`src/rtl/mem_rf.sv`:
```
// mem_rf: parametrised single-port register-file RAM with per-byte write
// enables, a registered read port with a one-cycle valid strobe, an
// out-of-range error strobe and a hardware bulk-clear sequencer.
//
// Ports:
//   clk     - clock, all state updates on the rising edge
//   rst_n   - asynchronous active-low reset, zeroes the array and all outputs
//   cs      - chip select, qualifies every access
//   we      - 1 = write, 0 = read
//   be      - byte-lane write enables (NB bits), ignored on reads
//   addr    - word address (AW bits)
//   din     - write data (WIDTH bits)
//   clr     - one-cycle pulse that starts a bulk clear of the whole array
//   dout    - registered read data, holds between reads
//   rvalid  - one-cycle pulse, dout was loaded by the previous cycle's read
//   err     - one-cycle pulse, the previous cycle's access had addr >= DEPTH
//   busy    - high while the bulk clear is sweeping the array
module mem_rf #(
    parameter int WIDTH = 16,
    parameter int DEPTH = 8,
    parameter int AW    = $clog2(DEPTH),
    parameter int NB    = WIDTH / 8
) (
    input  logic             clk,
    input  logic             rst_n,
    input  logic             cs,
    input  logic             we,
    input  logic [NB-1:0]    be,
    input  logic [AW-1:0]    addr,
    input  logic [WIDTH-1:0] din,
    input  logic             clr,
    output logic [WIDTH-1:0] dout,
    output logic             rvalid,
    output logic             err,
    output logic             busy
);

    typedef enum logic {
        IDLE,
        CLEAR
    } state_t;

    localparam logic [AW-1:0] LAST_ADDR = AW'(DEPTH - 1);

    state_t             state_q;
    logic [AW-1:0]      ptr_q;
    logic               busy_q;
    logic [WIDTH-1:0]   dout_q;
    logic               rvalid_q;
    logic               err_q;
    logic [WIDTH-1:0]   mem_q [DEPTH];

    logic               inRange;
    logic               accTaken;
    logic               wrEn;
    logic               rdEn;

    // When DEPTH fills the whole address space every address is legal;
    // otherwise the top few encodings are out of range.
    generate
        if (DEPTH == (1 << AW)) begin : gFullRange
            assign inRange = 1'b1;
        end else begin : gPartialRange
            assign inRange = (addr <= LAST_ADDR);
        end
    endgenerate

    // An access only counts in IDLE, and a clr pulse in the same cycle wins
    // over it, so the access is simply dropped.
    assign accTaken = (state_q == IDLE) && !clr && cs;
    assign wrEn     = accTaken && we && inRange;
    assign rdEn     = accTaken && !we && inRange;

    // Clear sequencer and read/status registers. busy is kept as its own
    // register so it rises the cycle after clr and falls the cycle after
    // the last word is cleared, giving exactly DEPTH cycles high.
    always_ff @(posedge clk or negedge rst_n) begin
        if (!rst_n) begin
            state_q  <= IDLE;
            ptr_q    <= '0;
            busy_q   <= 1'b0;
            dout_q   <= '0;
            rvalid_q <= 1'b0;
            err_q    <= 1'b0;
        end else begin
            rvalid_q <= 1'b0;
            err_q    <= 1'b0;
            case (state_q)
                IDLE: begin
                    if (clr) begin
                        state_q <= CLEAR;
                        ptr_q   <= '0;
                        busy_q  <= 1'b1;
                    end else if (cs) begin
                        if (!inRange) begin
                            err_q <= 1'b1;
                        end else if (rdEn) begin
                            dout_q   <= mem_q[addr];
                            rvalid_q <= 1'b1;
                        end
                    end
                end
                CLEAR: begin
                    if (ptr_q == LAST_ADDR) begin
                        state_q <= IDLE;
                        ptr_q   <= '0;
                        busy_q  <= 1'b0;
                    end else begin
                        ptr_q <= ptr_q + 1'b1;
                    end
                end
                default: begin
                    state_q <= IDLE;
                    ptr_q   <= '0;
                    busy_q  <= 1'b0;
                end
            endcase
        end
    end

    // Storage array. The clear sweep and CPU writes are mutually exclusive
    // because writes are only accepted in IDLE.
    always_ff @(posedge clk or negedge rst_n) begin
        if (!rst_n) begin
            for (int i = 0; i < DEPTH; i++) begin
                mem_q[i] <= '0;
            end
        end else if (state_q == CLEAR) begin
            mem_q[ptr_q] <= '0;
        end else if (wrEn) begin
            for (int b = 0; b < NB; b++) begin
                if (be[b]) begin
                    mem_q[addr][8*b +: 8] <= din[8*b +: 8];
                end
            end
        end
    end

    assign dout   = dout_q;
    assign rvalid = rvalid_q;
    assign err    = err_q;
    assign busy   = busy_q;

endmodule

```
`config.mk`:
```
export PLATFORM = sky130hd
export DESIGN_NAME = mem_rf
export DESIGN_NICKNAME = d
export VERILOG_FILES = /design/src/rtl/mem_rf.sv
export SDC_FILE = /design/constraint.sdc
export NUM_CORES = 1
export LEC_CHECK = 0
export BUFFER_PORTS_ARGS = -buffer_cell sky130_fd_sc_hd__buf_2
export CAP_MARGIN = 10
export CORE_ASPECT_RATIO = 1.4
export CORE_MARGIN = 2
export CORE_UTILIZATION = 63
export DETAILED_ROUTE_END_ITERATION = 8
export HOLD_SLACK_MARGIN = 0.12
export PLACE_DENSITY = 0.82
export SLEW_MARGIN = 40
export SYNTH_ARGS = -nofsm -noshare
export SYNTH_HDL_FRONTEND = slang
export SYNTH_SLANG_ARGS = --single-unit
```
`constraint.sdc`:
```
create_clock -name clk -period 4.23 [get_ports clk]
set_clock_uncertainty 0.2 [all_clocks]
set_input_delay 0.423 -clock clk [delete_from_list [all_inputs] [get_ports clk]]
set_output_delay 0.423 -clock clk [all_outputs]
set_load 0.05 [all_outputs]
```
==> results_dict.tcl, run 1 <==
set metrics [dict create \
    status "complete, no violations" \
    antenna_left 0 \
    synthArstFlopShare 1.00 \
    yosysTopAreaCell "dfrtp_1" \
    vias_per_cell 6.89 \
    crit_type "primary input to register" \
    synth_cells 575 \
    synth_flop_cell "dfrtp_1" \
    io_pins 45 \
    cp_data_required_time_ns 4.36 \
    synth_top_area_frac 0.535 \
    ys_types 57 \
    cts_buffers 17 \
    maxSlewHeadroom 0.435 \
    yosysSeqAreaShare 0.535 \
    worstPathMaxFanout 23 \
    cts-root-buf "clkbuf_16" \
    h-tree-depth 4 \
    period_needed_ns 2.31 \
    synth.cells.most_frequent "dfrtp_1 (150), o2bb2ai_1 (100), nand2_1 (64)" \
    fin_area_sq_um 7910 \
    clock_latency_ns 0.43 \
    grt_overflow 0 \
    fp-row-count 45 \
    synth_nets 603 \
    place.gp.congestion 0.904 \
    core_area_sq_um 10900 \
    syn_area_sq_um 7020 \
    synth_area_leaders "dfrtp_1 (53%), o2bb2ai_1 (12%), nand2_1 (3.4%), mux4_2 (3.2%), mux2i_1 (2.7%)" \
    slowest_delay_ns 0.68 \
    rsz0062_at_grt "no" \
    die-area_sq_um 12000 \
    layout-drive-gt1-share 0.220 \
    crit_chain "buf_2 -> nor2b_1 -> nand3_1 -> o2bb2ai_1" \
    finalCritPeriodShare 0.545 \
    grt_max_degree 102 \
    fmax_mhz 434 \
    ir_worst_vdd_uv 384 \
    grt_antenna_before_repair 0 \
    cp-end-kind "register" \
    die_x_um 93.2 \
    layout_setup_ws_ns 1.92 \
    postCtsResizedCells 0 \
    dp_slack_ns 1.50 \
    drtIter0Drc 521 \
    clock_sinks 150 \
    tns_ns 0 \
    path_delay_family "simple AND/OR/NAND/NOR gates" \
    syn_area_per_cell_sq_um 12.2 \
    min_path_type "primary input to register" \
    synth_edf_count 0 \
    grt_pass1_wl_um 30700 \
    dp_hpwl_um 12700 \
    p_leak_nw 3.34 \
    hold_viol_final 0 \
    synth_seq_cells 150 \
    fin_cells 773 \
    antennaDiodeCount 0 \
    drtPass1Iterations 5 \
    cap_violations 0 \
    crit_slowest_cell "nor2b_1" \
    path_clk_slew_ns 0.06 \
    setup_viol 0 \
    syn_to_final_growth_pct 12.7 \
    finalWirelength_um 19300 \
    grt_use_total 0.344 \
    vias 5325 \
    critPathBufInv 1 \
    initial_utilization 0.646 \
    yosysWarnings 0 \
    die_h_um 129 \
    synth.most_common_cell "dfrtp_1" \
    routedWlPerCell_um 24.9 \
    drc 0 \
    power.density_nw_per_um2 692 \
    arrival_ns 2.44 \
    port_buffers 43 \
    fin_util 0.728 \
    cts_max_path_buffers 2 \
    cts_tree "yes" \
    fin_nets 647 \
    dp_cells 739 \
    slew_violations 0 \
    grt_pass1_vias 5422 \
    tightest_slew_ns 0.848 \
    start_kind "primary input" \
    dpl_cell_area_sq_um 7290 \
]
-- tightest hold or removal path, cell delays in order --
cell	delay [ns]
buf_2	0.14
nor2_1	0.11
o22ai_1	0.08
-- cell families (layout without fill, tap and decap cells) --
kind of cell / after synthesis / in the layout / share of synthesized area
compound gates: 201 / 201 / 0.226
flops: 150 / 150 / 0.535
simple gates: 145 / 145 / 0.123
mux: 39 / 39 / 0.0752
buf+inv: 37 / 94 / 0.0376
fa+ha+maj: 2 / 2 / 0.00356
other cells: 1 / 1 / 0.000534
-- registers in the layout, summed over array words and instances (netlist names) --
| register | flops |
|---|---|
| mem_q | 128 |
| dout | 16 |
| ptr_q | 3 |
| busy | 1 |
| rvalid | 1 |
| state_q | 1 |
-- layout by cell type, fill, tap and decap left out, types with 6 or more instances in the layout --
cell type | synthesis | layout
dfrtp_1 | 150 | 150
o2bb2ai_1 | 100 | 100
nand2_1 | 64 | 64
buf_2 | 11 | 44
o21ai_0 | 38 | 38
mux2i_1 | 19 | 19
nor2_1 | 18 | 18
clkbuf_16 | 0 | 17
nand3_1 | 13 | 13
nand2_4 | 13 | 13
a21oi_1 | 11 | 11
mux2_2 | 10 | 10
mux4_2 | 10 | 10
a22oi_1 | 9 | 9
buf_4 | 7 | 9
a31oi_1 | 7 | 7
nor2b_1 | 6 | 6
o22ai_1 | 7 | 6
nand2b_1 | 6 | 6
-- layout make-up --
type                            instances  area, sq um
Sequential cell                       150         3750
Tap cell                              141          176
Clock buffer                           21          460
Timing Repair Buffer                   57          368
Fill cell                             734         2960
Inverter                                5         18.8
Multi-Input combinational cell        388         3010
Clock inverter                         11          124
-- power breakdown --
group / internal, mW / switching (mW) / total, mW
Clock: 0.900 / 0.605 / 1.50
Combinational: 0.626 / 1.21 / 1.83
Sequential: 1.85 / 0.285 / 2.14
Total: 3.38 / 2.10 / 5.47
-- metal layers --
layer  share of wire  global-route usage  vias to the layer above  routed length, um
met4           0.058               0.215                        0               1110
met1            0.36               0.419                     2693               6980
met5               0                   0                        -                  0
li1                -                   -                     2278                  -
met3           0.069              0.0609                       78               1330
met2            0.51               0.567                      276               9860
-- through the flow --
step | hold slack [ns] | power [mW]
floorplan | -0.0726 | 3.46
global placement | 0.255 | 3.85
detailed placement | 0.268 | 3.94
CTS | 0.151 | 5.46
global route | 0.193 | 5.69
finish | 0.167 | 5.47
-- worst paths after layout --
| check | start | endpoint | slack, ns | cells past startpoint |
|---|---|---|---|---|
| hold / removal | clr | busy | 0.17 | 3 |
| max in group asynchronous | rst_n | mem_q[14] | 2.58 | 4 |
| setup reg to reg | state_q | mem_q[108] | 1.98 | 4 |
| min in group asynchronous | rst_n | mem_q[13] | 0.23 | 2 |
| setup / recovery | addr[1] | mem_q[21] | 1.92 | 4 |
| hold reg to reg | mem_q[62] | mem_q[62] | 0.28 | 2 |
-- what timing repair did --
item | in CTS | in global routing
hold buffers | 1 | 0
setup buffers | 0 | 0
hold endpoints to repair | 99 | 0
(Power assumes the default switching activity.)
==> run 2: changes to the inputs <==
--- a/config.mk
+++ b/config.mk
@@ -5,14 +5,15 @@
 export SDC_FILE = /design/constraint.sdc
 export NUM_CORES = 1
 export LEC_CHECK = 0
+export ABC_AREA = 1
 export BUFFER_PORTS_ARGS = -buffer_cell sky130_fd_sc_hd__buf_2
 export CAP_MARGIN = 10
 export CORE_ASPECT_RATIO = 1.4
 export CORE_MARGIN = 2
-export CORE_UTILIZATION = 63
+export CORE_UTILIZATION = 57
 export DETAILED_ROUTE_END_ITERATION = 8
 export HOLD_SLACK_MARGIN = 0.12
-export PLACE_DENSITY = 0.82
+export PLACE_DENSITY = 0.78
 export SLEW_MARGIN = 40
 export SYNTH_ARGS = -nofsm -noshare
 export SYNTH_HDL_FRONTEND = slang
==> constraint.sdc (replaced) <==
create_clock -name clk -period 1.9 [get_ports clk]
set_clock_uncertainty 0.2 [all_clocks]
set_input_delay 0.19 -clock clk [delete_from_list [all_inputs] [get_ports clk]]
set_output_delay 0.19 -clock clk [all_outputs]
set_load 0.05 [all_outputs]
==> run 2 against run 1 <==
Clock-buffer cell count down 2. First-iteration DRC count rose to 2.7 times the previous value. Critical path type unchanged. Sequential power up 140%. Die area up 49%. Flip-flop and latch count unchanged. Sequential share of layout area down 13 points. Highest routed layer unchanged.
==> results_dict.tcl, run 2 <==
set metrics [dict create \
    status "complete, no violations" \
    vias_per_cell 5.83 \
    fin_cells 1753 \
    core_area_sq_um 16600 \
    syn_area_sq_um 9580 \
    cp_data_required_time_ns 2.03 \
    grt_antenna_before_repair 0 \
    crit_type "primary input to register" \
    period_needed_ns 1.82 \
    tns_ns 0 \
    port_buffers 43 \
    fillers 1406 \
    drtPass1Iterations 6 \
    dp_hpwl_um 21300 \
    worstPathMaxFanout 11 \
    layout.cells.most_common "nand2_1" \
    routedWlPerCell_um 17.4 \
    cap_violations 0 \
    synth.most_common_cell "nand2_1" \
    vias 10200 \
    die-area_sq_um 17900 \
    fin_util 0.663 \
    synth_top_area_frac 0.392 \
    p_leak_nw 6.43 \
    die_x_um 114 \
    syn_area_per_cell_sq_um 6.51 \
    crit_top_cell "nand2_1" \
    ir_worst_vdd_uv 1070 \
    die_h_um 157 \
    grt_pass1_wl_um 49400 \
    drc 0 \
    synth_edf_count 0 \
    min_path_type "primary input to asynchronous set/reset pin" \
    largest_reg_flops 128 \
    syn_to_final_growth_pct 15.0 \
    yosysWarnings 0 \
    clock_latency_ns 0.43 \
    synthArstFlopShare 1.00 \
    grt_overflow 0 \
    yosysTopAreaCell "dfrtp_1" \
    arrival_ns 1.95 \
    antennaDiodeCount 0 \
    grt_pass1_vias 9509 \
    cp-end-kind "register" \
    fin_nets 1566 \
    hold_viol_final 0 \
    synth_nets 1500 \
    path_delay_family "buffers and inverters" \
    synth_area_leaders "dfrtp_1 (39%), nand2_1 (34%), nand3_1 (12%), o31ai_1 (3.8%), buf_2 (2.5%)" \
    layout-drive-gt1-share 0.121 \
    fin_area_sq_um 11000 \
    setup_viol 0 \
    fp-row-count 56 \
    yosysSeqAreaShare 0.392 \
    rsz0062_at_grt "no" \
    finalWirelength_um 30600 \
    slew_violations 0 \
    cts_buffers 17 \
    crit_slowest_cell "dlygate4sd3_1" \
    fmax_mhz 550 \
    final_cell_mix "nand2_1 (872), nand3_1 (235), dfrtp_1 (149)" \
    clock_sinks 150 \
    finalCritPeriodShare 0.958 \
    synth_cells 1472 \
    slowest_delay_ns 0.54 \
    start_kind "primary input" \
    power.density_nw_per_um2 1510 \
    place.gp.congestion 0.941 \
    top_register "mem_q" \
    ys_types 31 \
    dpl_cell_area_sq_um 10200 \
    critPathBufInv 3 \
    grt_max_degree 84 \
    drtIter0Drc 1390 \
    timing.hold.ws_ns 0.115 \
    synth_seq_cells 150 \
    path_clk_slew_ns 0.07 \
    grt_use_total 0.353 \
    cts_max_path_buffers 2 \
    cts-root-buf "clkbuf_16" \
    io_pins 45 \
    synth.cells.most_frequent "nand2_1 (872), nand3_1 (236), dfrtp_1 (150)" \
    cts_tree "yes" \
    crit_chain "dlygate4sd3_1 -> buf_2 -> nand3_1 -> nand2_1 -> nand2_1 -> nor2_4 -> inv_4 -> nand2_1 -> nand2_1" \
    antenna_left 0 \
    h-tree-depth 4 \
    initial_utilization 0.577 \
    dp_cells 1698 \
    synth_flop_cell "dfrtp_1" \
]
-- run 2: cell types whose count changed after synthesis, sizes merged, moves of 19 or more --
cell and change:
o21ai -37, o31ai +47, o2bb2ai -100, nand3 +227
buf +36, nand2 +791, inv +41, mux2i -19
-- run 2: cell families (layout without fill, tap and decap cells) --
group | after synthesis | count (layout) | synth area share
simple gates | 1137 | 1137 | 0.495
flops | 150 | 150 | 0.392
buf+inv | 127 | 205 | 0.0648
compound gates | 55 | 55 | 0.0455
fa+ha+maj | 2 | 2 | 0.00261
other cells | 1 | 1 | 0.000392
-- run 2: report_power, final --
part / total [mW] / internal [mW] / switching, mW
clock network: 3.52 / 2.09 / 1.43
logic: 7.96 / 2.43 / 5.53
registers: 5.13 / 4.16 / 0.970
total: 16.6 / 8.69 / 7.93
-- run 2: metal layers --
metal	routed length (um)	global-route usage
met5	0	0
met4	1680	0.197
met3	2470	0.0585
met2	14500	0.567
met1	11900	0.454
-- run 2: per-stage QoR --
step / worst slack, ns / power [mW]
2_1_floorplan: 0.306 / 10.4
4_1_cts: 0.0673 / 16.4
3_3_place_gp: 0.142 / 12.7
3_5_place_dp: 0.0939 / 12.8
5_1_grt: 0.0125 / 17.6
6_report: 0.0806 / 16.6
-- run 2: what timing repair did --
action | in CTS | in global routing
buffers inserted | 0 | 2
setup endpoints to repair | 0 | 8
hold buffers | 22 | 0
gates resized for setup | 0 | 1
hold endpoints to repair | 217 | 0
-- run 2: worst reg2reg max path: cells and delay by family, from the launching register on --
kind / cells / cell delay (ns)
flip-flops: 1 / 0.52
AND/OR/NAND/NOR: 5 / 0.48
buffers and inverters: 3 / 0.46
-- run 2: worst paths after layout --
path | startpoint | to | slack [ns] | cells after the start
setup / recovery | addr[2] | mem_q[44] | 0.08 | 9
hold / removal | rst_n | mem_q[92] | 0.11 | 3
setup reg to reg | state_q | mem_q[112] | 0.13 | 8
hold reg to reg | dout[13] | dout[13] | 0.28 | 2
max in group asynchronous | rst_n | mem_q[112] | 0.98 | 3
min in group clk | be[0] | mem_q[34] | 0.14 | 5
-- run 2: cell type report --
cell class,instances,area [sq um],share of cell area
clock buffer,19,443,0.0402
clock inverter,12,155,0.0141
inverter,49,211,0.0192
multi-input combinational,1195,5210,0.473
sequential,150,3760,0.341
tap,203,254,0.0231
timing repair buffer,125,987,0.0896
==> run 3: changes to the inputs <==
--- a/config.mk
+++ b/config.mk
@@ -5,15 +5,15 @@
 export SDC_FILE = /design/constraint.sdc
 export NUM_CORES = 1
 export LEC_CHECK = 0
-export ABC_AREA = 1
 export BUFFER_PORTS_ARGS = -buffer_cell sky130_fd_sc_hd__buf_2
 export CAP_MARGIN = 10
 export CORE_ASPECT_RATIO = 1.4
 export CORE_MARGIN = 2
-export CORE_UTILIZATION = 57
+export CORE_UTILIZATION = 55
 export DETAILED_ROUTE_END_ITERATION = 8
 export HOLD_SLACK_MARGIN = 0.12
-export PLACE_DENSITY = 0.78
+export PLACE_DENSITY = 0.76
+export SKIP_CTS_REPAIR_TIMING = 1
 export SLEW_MARGIN = 40
 export SYNTH_ARGS = -nofsm -noshare
 export SYNTH_HDL_FRONTEND = slang
==> run 3 against run 2 <==
The flow now finishes with violations (negative setup slack). Global-route usage is 5.8 points lower. Design area is 23% lower. Core utilization is 2.4 points higher. Hold slack worse by 0.019 ns. Power is 25% lower. Combinational power is 45% lower. Critical endpoint is now mem_q[55].
==> results_dict.tcl, run 3 (synthesis results as in run 1) <==
set metrics [dict create \
    status "complete, but fails checks" \
    violations "negative setup slack" \
    io_pins 45 \
    rsz0062_at_grt "yes" \
    setup_viol 2 \
    finalWirelength_um 19200 \
    drc 0 \
    clockPowerShare 0.262 \
    drtIter0Drc 414 \
    grt_pass1_vias 5530 \
    rr_startpoint "ptr_q[1]" \
    drtPass1Iterations 5 \
    p_sw_mw 4.71 \
    grt_use_total 0.295 \
    grt_max_degree 54 \
    cap_violations 0 \
    die_h_um 138 \
    r2r_slack_ns -0.009 \
    power.density_nw_per_um2 1460 \
    ir_worst_vdd_uv 1010 \
    dp_hpwl_um 13100 \
    tightest_slew_ns 0.526 \
    core_area_sq_um 12400 \
    layout-drive-gt1-share 0.275 \
    path_clk_slew_ns 0.06 \
    hold_viol_final 0 \
    power.total_mw 12.4 \
    combPwrFrac 0.355 \
    fin_util 0.687 \
    crit_type "register to register" \
    cts_tree "yes" \
    maxSlewHeadroom 0.649 \
    fin_nets 699 \
    p_int_mw 7.69 \
    cts_max_path_buffers 2 \
    syn_to_final_growth_pct 21.1 \
    final_cell_mix "dfrtp_1 (149), o2bb2ai_1 (100), nand2_1 (51)" \
    p_leak_nw 3.61 \
    clock_latency_ns 0.42 \
    grt_antenna_before_repair 0 \
    layout_setup_ws_ns -0.00904 \
    period_needed_ns 1.91 \
    die-area_sq_um 13700 \
    antenna_left 0 \
    cts-root-buf "clkbuf_16" \
    fillers 885 \
    start_kind "register" \
    cts_buffers 17 \
    die_x_um 99.5 \
    dp_slack_ns -0.0954 \
    routedWlPerCell_um 23.1 \
    layout.cells.most_common "dfrtp_1" \
    vias_per_cell 6.58 \
    finalCritPeriodShare 1.00 \
    cp-end-kind "register" \
    place.gp.congestion 0.891 \
    worstPathMaxFanout 8 \
    arrival_ns 2.00 \
    h-tree-depth 4 \
    pwr-share-seq 0.384 \
    grt_overflow 0 \
    antennaDiodeCount 0 \
    port_buffers 43 \
    min_path_type "primary input to asynchronous set/reset pin" \
    regArea_sq_um 3750 \
    grt_pass1_wl_um 30300 \
    fp-row-count 48 \
    top_register "mem_q" \
    fmax_mhz 524 \
    slew_violations 0 \
    cp_data_required_time_ns 1.99 \
    r2r_end "mem_q[55]" \
    reg2reg_depth 5 \
    clock_sinks 150 \
    swShare 0.380 \
    initial_utilization 0.568 \
    largest_reg_flops 128 \
    multi_input_area_sq_um 3050 \
    vias 5481 \
]
-- run 3: cell count changes in the layout (fill, tap and decap cells not counted), moves of 35 or more --
| cell | before | now |
|---|---|---|
| nand2_1 | 872 | 51 |
| nand3_1 | 235 | 12 |
| o2bb2ai_1 | 0 | 100 |
| o31ai_1 | 48 | 0 |
| o21ai_0 | 1 | 36 |
-- run 3: final cells by class --
type,count,area share
clock inverter,11,0.0135
inverter,5,0.00221
sequential,150,0.442
clock buffer,20,0.0537
timing repair buffer,109,0.108
multi-input combinational,388,0.359
tap,150,0.0221
-- run 3: power by group through the flow --
stage	clock, mW	combinational, mW	sequential (mW)
final	3.24	4.40	4.76
after CTS	3.27	4.32	4.73
after global placement	0	4.19	4.73
after detailed placement	0	4.30	4.76
after floorplan	0	2.52	5.18
after global routing	3.43	4.68	4.85
-- run 3: worst max path at each step --
stage / from / endpoint / cells past startpoint
floorplan: state_q / mem_q[112] / 5
global placement: addr[2] / mem_q[102] / 6
detailed placement: addr[2] / mem_q[103] / 6
CTS: state_q / mem_q[51] / 6
global route: ptr_q[1] / mem_q[55] / 5
finish: ptr_q[1] / mem_q[55] / 5
-- run 3: metrics by stage --
stage	hold slack (ns)	TNS, ns	instances	area (sq um)
3_5_place_dp	-0.0183	-0.977	782	7680
3_3_place_gp	-0.0227	-0.432	781	7670
5_1_grt	0.142	-1.09	833	8500
2_1_floorplan	-0.306	0	575	7020
6_report	0.0961	-0.0164	833	8500
4_1_cts	-0.464	-0.0349	813	8250
-- run 3: per-layer routing --
layer	share of wire	vias up	wire, um	track usage
met5	0	-	0	0
met4	0.041	0	779	0.158
met2	0.51	270	9850	0.491
li1	-	2387	-	-
met1	0.38	2763	7360	0.362
met3	0.065	61	1240	0.0594
-- run 3: critical path: stages (launching register included) --
cell and delay, ns:
dfrtp_1 0.49, nor4bb_2 0.47, o22ai_1 0.21, buf_2 0.24
nand2_1 0.08, o21ai_0 0.08
